==> config.mk <==
export PLATFORM = sky130hd
export DESIGN_NAME = dat_mem_arbiter
export DESIGN_NICKNAME = d
export VERILOG_FILES = /design/src/rtl/dat_mem_arbiter.sv
export SDC_FILE = /design/constraint.sdc
export NUM_CORES = 1
export LEC_CHECK = 0
export ABC_AREA = 1
export BUFFER_PORTS_ARGS = -buffer_cell sky130_fd_sc_hd__buf_2
export CAP_MARGIN = 20
export CORE_MARGIN = 3
export CORE_UTILIZATION = 45
export CTS_CLUSTER_DIAMETER = 200
export DETAILED_ROUTE_END_ITERATION = 10
export PLACE_DENSITY_LB_ADDON = 0.08
export SETUP_SLACK_MARGIN = 0.4
export SLEW_MARGIN = 25
export SYNTH_ARGS = -nofsm -noshare
export SYNTH_HDL_FRONTEND = slang
export SYNTH_SLANG_ARGS = --single-unit
==> constraint.sdc <==
create_clock -name clk -period 1.9 [get_ports clk]
set_clock_uncertainty 0.15 [all_clocks]
set_input_delay 0.285 -clock clk [delete_from_list [all_inputs] [get_ports clk]]
set_output_delay 0.285 -clock clk [all_outputs]
set_load 0.005 [all_outputs]
==> src/rtl/dat_mem_arbiter.sv <==
// Two-port round-robin arbiter in front of a single-port data memory.
// Supports bounded-length locked bursts and returns registered read data.
module dat_mem_arbiter #(
    parameter int LOCK_MAX = 16,
    parameter int AW       = 8,
    parameter int DW       = 8
) (
    input  logic          clk,
    input  logic          reset,

    input  logic          req_a,
    input  logic          we_a,
    input  logic          lock_a,
    input  logic [AW-1:0] addr_a,
    input  logic [DW-1:0] wdata_a,
    output logic          gnt_a,
    output logic          rvalid_a,
    output logic [DW-1:0] rdata_a,

    input  logic          req_b,
    input  logic          we_b,
    input  logic          lock_b,
    input  logic [AW-1:0] addr_b,
    input  logic [DW-1:0] wdata_b,
    output logic          gnt_b,
    output logic          rvalid_b,
    output logic [DW-1:0] rdata_b,

    output logic [AW-1:0] mem_addr,
    output logic [DW-1:0] mem_dat_in,
    output logic          mem_wr_en,
    output logic          mem_rd_en,
    input  logic [DW-1:0] mem_dat_out
);

    localparam logic [1:0] ST_IDLE   = 2'd0;
    localparam logic [1:0] ST_LOCK_A = 2'd1;
    localparam logic [1:0] ST_LOCK_B = 2'd2;

    localparam logic SEL_A = 1'b0;
    localparam logic SEL_B = 1'b1;

    localparam logic [7:0] LOCK_LIMIT = 8'(LOCK_MAX);

    logic [1:0]    r_arb_st;
    logic          r_last_gnt;
    logic [7:0]    r_lock_cnt;
    logic          r_rvalid_a;
    logic          r_rvalid_b;
    logic [DW-1:0] r_rdata_a;
    logic [DW-1:0] r_rdata_b;

    logic          w_gnt_a;
    logic          w_gnt_b;
    logic [1:0]    w_arb_st_nxt;
    logic          w_last_gnt_nxt;
    logic [7:0]    w_lock_cnt_nxt;
    logic          w_force;

    // Grants are gated by reset so nothing reaches the memory in the reset cycle.
    always_comb begin
        // NOTE: every combinational output gets a default first, so no path can infer a latch.
        w_gnt_a = 1'b0;
        w_gnt_b = 1'b0;
        if (!reset) begin
            case (r_arb_st)
                ST_IDLE: begin
                    if (req_a && req_b) begin
                        w_gnt_a = (r_last_gnt == SEL_B);
                        w_gnt_b = (r_last_gnt == SEL_A);
                    end else begin
                        w_gnt_a = req_a;
                        w_gnt_b = req_b;
                    end
                end
                ST_LOCK_A: w_gnt_a = req_a;
                ST_LOCK_B: w_gnt_b = req_b;
                default: ;
            endcase
        end
    end

    assign w_force = (r_lock_cnt == LOCK_LIMIT);

    always_comb begin
        w_arb_st_nxt   = r_arb_st;
        w_lock_cnt_nxt = r_lock_cnt;
        w_last_gnt_nxt = r_last_gnt;
        if (w_gnt_a) begin
            w_last_gnt_nxt = SEL_A;
        end else if (w_gnt_b) begin
            w_last_gnt_nxt = SEL_B;
        end
        case (r_arb_st)
            ST_IDLE: begin
                w_lock_cnt_nxt = 8'd0;
                if (w_gnt_a && lock_a) begin
                    w_arb_st_nxt   = ST_LOCK_A;
                    w_lock_cnt_nxt = 8'd1;
                end else if (w_gnt_b && lock_b) begin
                    w_arb_st_nxt   = ST_LOCK_B;
                    w_lock_cnt_nxt = 8'd1;
                end
            end
            ST_LOCK_A: begin
                w_lock_cnt_nxt = r_lock_cnt + 8'd1;
                // A forced release hands the next tie to the other port.
                if (w_force) begin
                    w_last_gnt_nxt = SEL_A;
                end
                if (!req_a || (w_gnt_a && !lock_a) || w_force) begin
                    w_arb_st_nxt   = ST_IDLE;
                    w_lock_cnt_nxt = 8'd0;
                end
            end
            ST_LOCK_B: begin
                w_lock_cnt_nxt = r_lock_cnt + 8'd1;
                if (w_force) begin
                    w_last_gnt_nxt = SEL_B;
                end
                if (!req_b || (w_gnt_b && !lock_b) || w_force) begin
                    w_arb_st_nxt   = ST_IDLE;
                    w_lock_cnt_nxt = 8'd0;
                end
            end
            default: begin
                w_arb_st_nxt   = ST_IDLE;
                w_lock_cnt_nxt = 8'd0;
            end
        endcase
    end

    always_ff @(posedge clk) begin
        // NOTE: state registers use non-blocking assignments so every flop samples pre-edge values.
        if (reset) begin
            r_arb_st   <= ST_IDLE;
            r_last_gnt <= SEL_B;
            r_lock_cnt <= 8'd0;
            r_rvalid_a <= 1'b0;
            r_rvalid_b <= 1'b0;
            r_rdata_a  <= '0;
            r_rdata_b  <= '0;
        end else begin
            r_arb_st   <= w_arb_st_nxt;
            r_last_gnt <= w_last_gnt_nxt;
            r_lock_cnt <= w_lock_cnt_nxt;
            r_rvalid_a <= w_gnt_a && !we_a;
            r_rvalid_b <= w_gnt_b && !we_b;
            if (w_gnt_a && !we_a) begin
                r_rdata_a <= mem_dat_out;
            end
            if (w_gnt_b && !we_b) begin
                r_rdata_b <= mem_dat_out;
            end
        end
    end

    assign gnt_a      = w_gnt_a;
    assign gnt_b      = w_gnt_b;
    assign rvalid_a   = r_rvalid_a;
    assign rvalid_b   = r_rvalid_b;
    assign rdata_a    = r_rdata_a;
    assign rdata_b    = r_rdata_b;

    assign mem_addr   = w_gnt_b ? addr_b  : addr_a;
    assign mem_dat_in = w_gnt_b ? wdata_b : wdata_a;
    assign mem_wr_en  = (w_gnt_a && we_a)  || (w_gnt_b && we_b);
    assign mem_rd_en  = (w_gnt_a && !we_a) || (w_gnt_b && !we_b);

endmodule

---- After elaboration in Yosys (flattened, before gate mapping) ----
Index checks and enable logic that the tools add are counted.
Widths: inputs -> output; s select.
word-level totals
  flip-flop bits (word level) ............. 29
  output and inout port bits .............. 38
  word-level logic and storage cells ...... 61
cells by class
  add/subtract/negate cells ............... 1
  equal/unequal tests ..................... 6
  mux-type cells .......................... 23
  bitwise operators ....................... 1
  reduce and logical (&&, ||, !) cells .... 23
operators with widths
  operator             count
  $mux 8               4
  $pmux 8 s3           1
  $mux 1               10
  $logic_and 1x1->1    9
  $add 8x1->8 const B  1
  $eq 8x5->1 const B   1
  $mux 2               4
  $logic_not 1->1      6
  $logic_or 1x1->1     6
  $pmux 1 s2           3
  $pmux 2 s3           1
  $ne 2x2->1 const B   2
  $ne 3x3->1 const B   1
  $reduce_and 3->1     1
  $eq 2x1->1 const B   1
  $eq 2x2->1 const B   1
  $logic_not 2->1      1
  $not 1->1            1

---- Longest topological paths before layout ----
Gate-level depths: netlist (run 1).
  depth after elaboration ................. 9
  mapped depth ............................ 12
  mapped depth without buffers ............ 12

---- Worst setup path before layout (run 1) ----
No wires, ideal clock.
  kind .................................... register to output
  start ................................... register r_arb_st[0]
  end ..................................... output port mem_addr[5]
  data arrival time ....................... 1.316 ns
  data required time ...................... 1.465 ns
  slack ................................... 0.149 ns
  cell stages (with the launch flop) ...... 9
  buffers on the path ..................... 1
  cell sequence ........................... dfxtp_1 inv_1 ha_1 nor2_1 nor2_4 nand2_4 buf_2 nand2_1 nand2_1
between the ends
  word-level cells in the longest chain between the ends .. 4
RTL lines
  element                                        RTL line  RTL
  start: declaration                             45        logic [1:0] r_arb_st;
  start signal: assignment                       144       r_arb_st <= w_arb_st_nxt;
  $eq 2x2->1 or $logic_not 2->1 (tied branches)  66        case (r_arb_st)
  $pmux 1 s2 (*)                                 66
  $mux 1 (*)                                     65        if (!reset) begin
  $mux 8 (*)                                     165       assign mem_addr = w_gnt_b ? addr_b : addr_a;
  end: declaration                               29        output logic [AW-1:0] mem_addr,
Every way passes the cells marked *; elsewhere a longest branch is shown, timed or not.

---- Final worst setup path (run 1) ----
  start ................................... register r_arb_st[1]
  end ..................................... output port mem_addr[4]
The elaborated chain is that of the path after synthesis.

==> metrics.yaml, run 1 <==
outcome:
  status: "finished with violations"
  violations: "setup timing"
worst_setup_path:
  path_cells: "inv_6, ha_4, nor2_4, nor2_4, nand2_8, buf_6, nand2_2, nand2_1, buf_2"
  cp_slowest_cell: "dfxtp_4"
  arrival_ns: 1.60
  crit_path_start_kind: "flip-flop"
  rr_endpoint: "r_arb_st[0]"
  critical_path_class: "flip-flop to output port"
  end_kind: "output port"
  crit_fanout: 9
  path_depth: 9
  crit_family: "simple AND/OR/NAND/NOR gates"
  critPathMaxStageDelay_ns: 0.37
  cp_common_cell: "nor2_4"
  ff2ff_path_depth: 12
  required_ns: 1.46
  rrSetupSlack_ns: 0.08
  worstReg2RegStart: "r_arb_st[1]"
  worst-path-buf-inv: 3
route:
  viasPerCell: 4.63
  wl_met2_um: 2250
  drc: 0
  drt_wl_total_um: 4550
  wl_met1_um: 1890
  drtAntennaViolNets: 0
  drt_pass1_iterations: 4
  highest_layer: "met4"
  dr_wl_met3_um: 335
  num_vias: 1793
  first_iter_violations: 70
  avgRoutedWirePerCell_um: 11.7
timing:
  final.setup.worst_slack_ns: -0.140
  slew_viol_final: 0
  tns_ns: -1.94
  worst_pin_slew_ns: 0.395
  timing.fmax_mhz: 490
  min_period_over_period: 1.07
  rsz0062_at_grt: "true"
  setup_viol: 19
  layout_min_cycle_time_ns: 2.04
  hold_viol_final: 0
  slew_headroom: 0.736
  timing.hold.ws_ns: 0.0599
floorplanning:
  die_w_um: 66.3
  rows: 21
  die_h_um: 66.3
  start_util: 0.478
  die-area_sq_mm: 0.00439
  io_pins: 86
  core_region_area_sq_mm: 0.00342
logic_synthesis:
  synth_ff_type: "dfxtp_1"
  ys_ff_latch: 29
  yosys.area_share.simple: 0.415
  synth_top_family_by_area: "simple AND/OR/NAND/NOR gates"
  yosysSeqAreaShare: 0.355
  synthAdderAreaFrac: 0.0536
  async_reset_ff_frac: 0
  muxShareOfSynthArea: 0
  synthCells: 233
  synth_xor_area_frac: 0.0161
  syn_area_sq_mm: 0.00163
  synth_edf_count: 0
  ys_warn_count: 0
  syn_area_per_cell_sq_um: 7.01
  synth.distinct_cells: 33
  synth_compound_area_frac: 0.0766
  syn_nets: 288
clock_tree:
  numCtsBuffers: 5
  clk_pin_slew_ns: 0.09
  cts_root_buf: "clkbuf_4"
  clk_latency_ns: 0.32
  h-tree-depth: 2
  clockBufferDepth: 2
  clock-sinks: 29
  tritoncts: "done"
finish:
  num-nets-final: 395
  antennaDiodeCount: 0
  num-fill-cells: 263
  multiInputGateArea_sq_mm: 0.00117
  drive_gt1_frac: 0.534
  syn2layout_area_growth_pct: 61.0
  layout.cells.most_common: "buf_2"
  regArea_sq_um: 586
  final_cell_mix: "84 x buf_2, 79 x nand2_1, 27 x dfxtp_1"
global_route:
  antenna_found_initial: 0
  grt_max_degree: 18
  grt_remaining_overflow: 0
  grt_pass1_wl_um: 7200
  grt_pass1_vias: 1629
  grt_use_total: 0.213
hold_path:
  min_path_cells: 3
  hp-start: "mem_dat_out[6]"
  min_to: "rdata_a[6]"
  hold_path.class: "primary input to flip-flop"
place:
  dp_hpwl_um: 3200
  port_buffers: 85
  gp_congestion: 0.832
power:
  p_sw_uw: 887
  p_seq_frac: 0.324
  power.internal_mw: 1.36
  power.density_mw_per_mm2: 855
  swShare: 0.394
  peakVddDrop_mv: 0.738
  pwr-share-comb: 0.522
  pwr-share-clk: 0.154
  leakage_nw: 1.33
  total_power_mw: 2.25
run:
  max_cap_violations: 0
synth_stat cells, types with 2 or more instances:
library cell  count  area, sq um
a21oi_2           2         17.5
nand4_1           2         12.5
nand3_1           7         35.0
nand2_2           4         25.0
dfxtp_1          29          581
a21oi_1          15         75.1
nor2_4            2         22.5
xor2_1            2         17.5
inv_1            20         75.1
nor3b_2           2         25.0
nand2_1         102          383
nor2_2            3         18.8
nand3_2           4         40.0
ha_1              7         87.6
nand2_4           3         33.8
nor2_1           12         45.0
area by class of cell:
cell class | instances | area share
tap | 46 | 0.0219
inverter | 24 | 0.0504
sequential | 29 | 0.223
timing repair buffer | 100 | 0.227
multi-input combinational | 177 | 0.446
clock buffer | 6 | 0.0157
timing repair inverter | 3 | 0.0128
clock inverter | 2 | 0.00380
stage by stage:
stage           util  area, sq um  cells  setup WS (ns)
2_1_floorplan      -         1760    233          0.301
3_3_place_gp   0.649         2220    362          0.150
3_5_place_dp   0.649         2220    362          0.122
4_1_cts        0.757         2590    385         -0.147
5_1_grt        0.770         2630    387         -0.234
6_report       0.770         2630    387         -0.140
per-layer routing:
layer,global-route usage,vias up
li1,-,948
met3,0.0578,8
met1,0.261,776
met2,0.359,61
met5,0,-
met4,0.0685,0
kinds of logic after synthesis:
kind of cell | after synthesis
flip-flops | 29
adder cells (fa/ha/maj) | 7
AND/OR/NAND/NOR | 144
buffers and inverters | 28
AO/OA/AOI/OAI | 22
XOR/XNOR | 3
worst register-to-register path: stages, from the launching register on:
cell and delay [ns]:
dfxtp_4 0.37, inv_6 0.08, ha_4 0.16, nor2_4 0.05, nor2_4 0.14, buf_4 0.16, buf_4 0.11, nand3b_1 0.08
nand2_2 0.14, nand3_2 0.12, nand2_1 0.07, inv_1 0.04, nor2_1 0.10
power by group through the flow:
stage | clock [mW] | sequential (mW) | combinational, mW
2_1_floorplan | 0 | 0.735 | 0.607
3_3_place_gp | 0 | 0.736 | 0.854
3_5_place_dp | 0 | 0.737 | 0.860
4_1_cts | 0.353 | 0.729 | 1.12
5_1_grt | 0.388 | 0.739 | 1.30
6_report | 0.346 | 0.730 | 1.17
worst max path at each step:
stage                 from           to  slack [ns]
2_1_floorplan  r_arb_st[1]  mem_addr[5]        0.30
3_3_place_gp   r_arb_st[0]    mem_rd_en        0.15
3_5_place_dp   r_arb_st[0]    mem_rd_en        0.12
4_1_cts        r_arb_st[1]  mem_addr[4]       -0.15
5_1_grt        r_arb_st[1]  mem_addr[5]       -0.23
6_report       r_arb_st[1]  mem_addr[4]       -0.14
registers in the layout (all words and copies together) (netlist names):
| signal | count |
|---|---|
| r_lock_cnt | 8 |
| rvalid_b | 1 |
| r_last_gnt | 1 |
| rdata_b | 8 |
| rdata_a | 8 |
| r_arb_st | 2 |
| rvalid_a | 1 |
repair_timing:
| action | 4_1_cts | 5_1_grt |
|---|---|---|
| pin swaps | 15 | 4 |
| setup buffers | 11 | 1 |
| hold buffers | 0 | 0 |
| resized for setup | 44 | 9 |
| gates cloned | 4 | 1 |
| endpoints found under the setup margin | 48 | 49 |
Power figures use the tool's default switching activity.
==> run 2: changes to the inputs <==
==> constraint.sdc (replaced) <==
create_clock -name clk -period 2.3 [get_ports clk]
set_clock_uncertainty 0.15 [all_clocks]
set_input_delay 0.345 -clock clk [delete_from_list [all_inputs] [get_ports clk]]
set_output_delay 0.345 -clock clk [all_outputs]
set_load 0.005 [all_outputs]
==> metrics.yaml, run 2 (synthesized netlist as in run 1, its figures left out) <==
outcome:
  status: "finished clean"
finish:
  design_area_sq_mm: 0.00269
  drive_gt1_frac: 0.540
  antennaDiodeCount: 0
  syn2layout_area_growth_pct: 64.8
  final_util: 0.788
  final_cells: 392
  num-nets-final: 401
  final_cell_mix: "81 x buf_2, 77 x nand2_1, 27 x dfxtp_1"
  layout.cells.most_common: "buf_2"
floorplanning:
  io_pins: 86
  core_region_area_sq_mm: 0.00342
  die-area_sq_mm: 0.00439
  die_w_um: 66.3
  rows: 21
  die_h_um: 66.3
  start_util: 0.478
clock_tree:
  clk_pin_slew_ns: 0.09
  clock-sinks: 29
  h-tree-depth: 2
  numCtsBuffers: 5
  tritoncts: "done"
  cts_root_buf: "clkbuf_4"
  clk_latency_ns: 0.32
  clockBufferDepth: 2
timing:
  setup_viol: 0
  layout_min_cycle_time_ns: 2.19
  slew_headroom: 0.736
  tns_ns: 0
  timing.hold.ws_ns: 0.122
  slew_viol_final: 0
  hold_viol_final: 0
  worst_pin_slew_ns: 0.394
  min_period_over_period: 0.951
  rsz0062_at_grt: "true"
  timing.fmax_mhz: 457
  final.setup.worst_slack_ns: 0.114
route:
  drtAntennaViolNets: 0
  drt_wl_total_um: 5420
  first_iter_violations: 60
  drc: 0
  num_vias: 1935
  drt_pass1_iterations: 4
  viasPerCell: 4.94
  avgRoutedWirePerCell_um: 13.8
worst_setup_path:
  cp_slowest_cell: "dfxtp_4"
  critPathMaxStageDelay_ns: 0.37
  rrSetupSlack_ns: 0.33
  crit_fanout: 5
  critical_path_class: "flip-flop to output port"
  worst-path-buf-inv: 4
  arrival_ns: 1.69
  crit_path_start_kind: "flip-flop"
  path_cells: "inv_4, ha_4, nor2_4, nor2_4, buf_6, nand2_8, inv_4, nand2_1, nand2_1, buf_2"
  required_ns: 1.80
  end_kind: "output port"
  crit_family: "buffers and inverters"
place:
  placed_area_sq_mm: 0.00210
  gp_congestion: 0.789
  dpl_worst_slack_ns: 0.241
  dp_hpwl_um: 3150
  dp.cells: 361
  port_buffers: 85
global_route:
  antenna_found_initial: 0
  grt_remaining_overflow: 0
  grt_pass1_wl_um: 7100
  grt_pass1_vias: 1657
  grt_use_total: 0.208
  grt_max_degree: 17
power:
  pwr-share-clk: 0.185
  peakVddDrop_mv: 0.449
  p_sw_uw: 818
  power.internal_mw: 1.31
  total_power_mw: 2.12
  swShare: 0.385
  leakage_nw: 1.32
  p_seq_frac: 0.281
  pwr-share-comb: 0.535
  power.density_mw_per_mm2: 789
run:
  max_cap_violations: 0
hold_path:
  hold_path.class: "primary input to flip-flop"
## run 2: final timing paths
check,from,end,depth (start not counted)
worst min-delay path,mem_dat_out[2],rdata_b[2],3
worst max-delay path,r_arb_st[1],mem_dat_in[0],10
worst max register to register,r_arb_st[0],r_lock_cnt[5],12
worst min register to register,rdata_b[6],rdata_b[6],2
## run 2: area by class of cell
class	count	area, sq um
clock buffers	5	37.5
clock inverters	2	35.0
fillers	235	723
inverters	24	123
multi-input cells	177	1170
flip-flops and latches	29	586
well taps	46	57.6
repair buffers	106	659
repair inverters	3	26.3
## run 2: timing repair
| item | in CTS | in global routing |
|---|---|---|
| setup buffers | 11 | 8 |
| gates cloned | 3 | 2 |
| setup endpoints to repair | 21 | 25 |
| resized for setup | 27 | 51 |
| hold buffers | 0 | 0 |
| pin swaps | 6 | 24 |
## run 2: worst register-to-register path, stage by stage (launching register included)
cell      delay (ns)
dfxtp_2         0.36
inv_4           0.06
ha_4            0.18
nor2_4          0.13
nor2_4          0.06
buf_6           0.14
buf_6           0.11
buf_6           0.11
nand3b_1        0.11
nand2_2         0.13
nand2_4         0.12
nand2_8         0.07
nor3b_2         0.17
## run 2: metal layers
metal	global-route usage	part of all wire
met1	0.222	0.38
met2	0.390	0.50
met3	0.0578	0.078
met4	0.0635	0.033
met5	0	0
## run 2: power groups by stage
stage | combinational, mW | clock [mW] | sequential [mW]
finish | 1.14 | 0.393 | 0.596
global route | 1.21 | 0.423 | 0.603
CTS | 0.860 | 0.399 | 0.594
detailed placement | 0.627 | 0 | 0.596
global placement | 0.624 | 0 | 0.595
floorplan | 0.417 | 0 | 0.597
==> run 3: changes to the inputs <==
--- a/config.mk
+++ b/config.mk
@@ -5,11 +5,10 @@
 export SDC_FILE = /design/constraint.sdc
 export NUM_CORES = 1
 export LEC_CHECK = 0
-export ABC_AREA = 1
 export BUFFER_PORTS_ARGS = -buffer_cell sky130_fd_sc_hd__buf_2
 export CAP_MARGIN = 20
 export CORE_MARGIN = 3
-export CORE_UTILIZATION = 45
+export CORE_UTILIZATION = 48
 export CTS_CLUSTER_DIAMETER = 200
 export DETAILED_ROUTE_END_ITERATION = 10
 export PLACE_DENSITY_LB_ADDON = 0.08
==> constraint.sdc (replaced) <==
create_clock -name clk -period 2.54 [get_ports clk]
set_clock_uncertainty 0.15 [all_clocks]
set_input_delay 0.381 -clock clk [delete_from_list [all_inputs] [get_ports clk]]
set_output_delay 0.381 -clock clk [all_outputs]
set_load 0.005 [all_outputs]
==> metrics.yaml, run 3 <==
floorplanning:
  die-area_sq_mm: 0.00408
  die_w_um: 63.9
  rows: 20
  core_region_area_sq_mm: 0.00313
  die_h_um: 63.9
  io_pins: 86
  start_util: 0.514
clock_tree:
  clk_pin_slew_ns: 0.10
  numCtsBuffers: 5
  h-tree-depth: 2
  clock-sinks: 29
  clk_latency_ns: 0.33
  tritoncts: "done"
  cts_hold_buf: 0
  cts_root_buf: "clkbuf_4"
  clockBufferDepth: 2
power:
  swShare: 0.295
  power.internal_mw: 1.05
  pwr-share-comb: 0.423
  total_power_mw: 1.49
  pwr-share-clk: 0.239
  leakage_nw: 1.19
  p_seq_frac: 0.338
  peakVddDrop_mv: 0.531
  power.density_mw_per_mm2: 578
  p_sw_uw: 441
logic_synthesis:
  yosysSeqAreaShare: 0.361
  synth.distinct_cells: 33
  synth_area_leader_cell: "dfxtp_1"
  synth_ff_type: "dfxtp_1"
  async_reset_ff_frac: 0
  synth_edf_count: 0
  syn_nets: 210
  ys_warn_count: 0
  syn_area_per_cell_sq_um: 10.4
  synth.top_cells.by_area: "dfxtp_1 36%, mux2_4 15%, mux2i_1 10%, nor2_1 6.5%, ha_1 5.5%"
  post-synth-top-count-cell: "dfxtp_1"
  yosysTopAreaCellShare: 0.361
  ys_ff_latch: 29
  synth_commonest_cells: "29 x dfxtp_1, 28 x nor2_1, 16 x mux2_4, 16 x mux2i_1"
  syn_area_sq_mm: 0.00161
  synthCells: 155
hold_path:
  hp-start: "mem_dat_out[5]"
  hold_path.class: "primary input to flip-flop"
worst_setup_path:
  crit_fanout: 4
  worstReg2RegStart: "r_arb_st[0]"
  critical_path_class: "flip-flop to output port"
  end_kind: "output port"
  crit_start: "r_arb_st[0]"
  critPathMaxStageDelay_ns: 0.37
  path_cells: "inv_6, ha_4, a31oi_4, nor2_4, buf_12, clkbuf_16, mux2_4, buf_6"
  crit_family: "buffers and inverters"
  crit_path_start_kind: "flip-flop"
  required_ns: 2.01
  worst-path-buf-inv: 4
  cp_slowest_cell: "dfxtp_4"
  arrival_ns: 1.93
timing:
  layout_min_cycle_time_ns: 2.46
  hold_viol_final: 0
  timing.fmax_mhz: 406
  slew_viol_final: 0
  tns_ns: 0
  slew_headroom: 0.684
  rsz0062_at_grt: "true"
  min_period_over_period: 0.970
  setup_viol: 0
  worst_pin_slew_ns: 0.470
global_route:
  grt_busiest_layer: "met2"
  grt_pass1_wl_um: 7190
  grt_remaining_overflow: 0
  grt_max_degree: 25
  grtUsageMet3: 0.0685
  grt_pass1_vias: 1574
  grt_util_met1: 0.232
  use_met2: 0.418
  grt_use_total: 0.223
  antenna_found_initial: 0
finish:
  syn2layout_area_growth_pct: 60.7
  final_cell_mix: "68 x buf_2, 27 x nor2_1, 27 x dfxtp_1"
  num-nets-final: 321
  final_util: 0.825
  layout.cells.most_common: "buf_2"
  final_cells: 310
  antennaDiodeCount: 0
  drive_gt1_frac: 0.575
outcome:
  status: "finished clean"
place:
  port_buffers: 85
  gp_congestion: 0.838
  dp.cells: 282
  dp_hpwl_um: 3220
route:
  viasPerCell: 4.99
  drc: 0
  drt_wl_total_um: 5050
  drtAntennaViolNets: 0
  drt_pass1_iterations: 4
  avgRoutedWirePerCell_um: 16.3
  num_vias: 1546
  first_iter_violations: 81
run:
  max_cap_violations: 0
run 3: layer usage:
| layer | vias up | wire length, um |
|---|---|---|
| met4 | 0 | 54 |
| met1 | 715 | 1950 |
| li1 | 761 | - |
| met5 | - | 0 |
| met2 | 66 | 2750 |
| met3 | 4 | 304 |
run 3: cell families after synthesis:
group           share of synthesized area
compound gates                     0.0787
xor+xnor                           0.0327
fa+ha+maj                          0.0545
buf+inv                            0.0467
flops                               0.361
mux                                 0.249
simple gates                        0.177
run 3: repair_timing:
item | CTS | global route
endpoints found under the hold margin | 0 | 0
buffers inserted | 12 | 7
cloned | 1 | 1
pin swaps | 7 | 7
resized for setup | 28 | 14
endpoints found under the setup margin | 20 | 20
run 3: worst reg2reg max path, delay by kind of cell, from the launching register on:
| kind | cells | cell delay (ns) |
|---|---|---|
| AOI/OAI and AO/OA | 4 | 0.80 |
| adders and majority gates | 1 | 0.15 |
| buffers and inverters | 4 | 0.45 |
| DFF | 1 | 0.37 |
run 3: final timing paths:
path         depth (start not counted)          end  slack, ns
max                                  8  mem_addr[2]       0.08
min                                  3   rdata_a[5]       0.15
max reg2reg                          9  r_arb_st[0]       0.49
min reg2reg                          2   rdata_a[7]       0.35
run 3: layout make-up:
type,instances,area (sq um)
clock buffer,5,37.5
clock inverter,2,35.0
fill,181,547
inverter,7,33.8
multi-input combinational,113,1030
sequential,29,588
tap,44,55.1
timing repair buffer,110,806
run 3: through the flow:
step                      hold WS, ns  instance area (sq um)  worst slack [ns]
after CTS                       0.147                   2420            0.0768
after detailed placement        0.332                   2080             0.261
after global placement          0.319                   2080             0.356
after floorplan                 0.335                   1610             0.563
final                           0.155                   2580            0.0754
after global routing            0.156                   2580           0.00502
run 3: power groups by stage:
stage	clock network [mW]	logic [mW]	registers, mW
finish	0.357	0.631	0.504
global route	0.393	0.666	0.507
CTS	0.364	0.528	0.502
detailed placement	0	0.372	0.510
global placement	0	0.359	0.509
floorplan	0	0.241	0.509
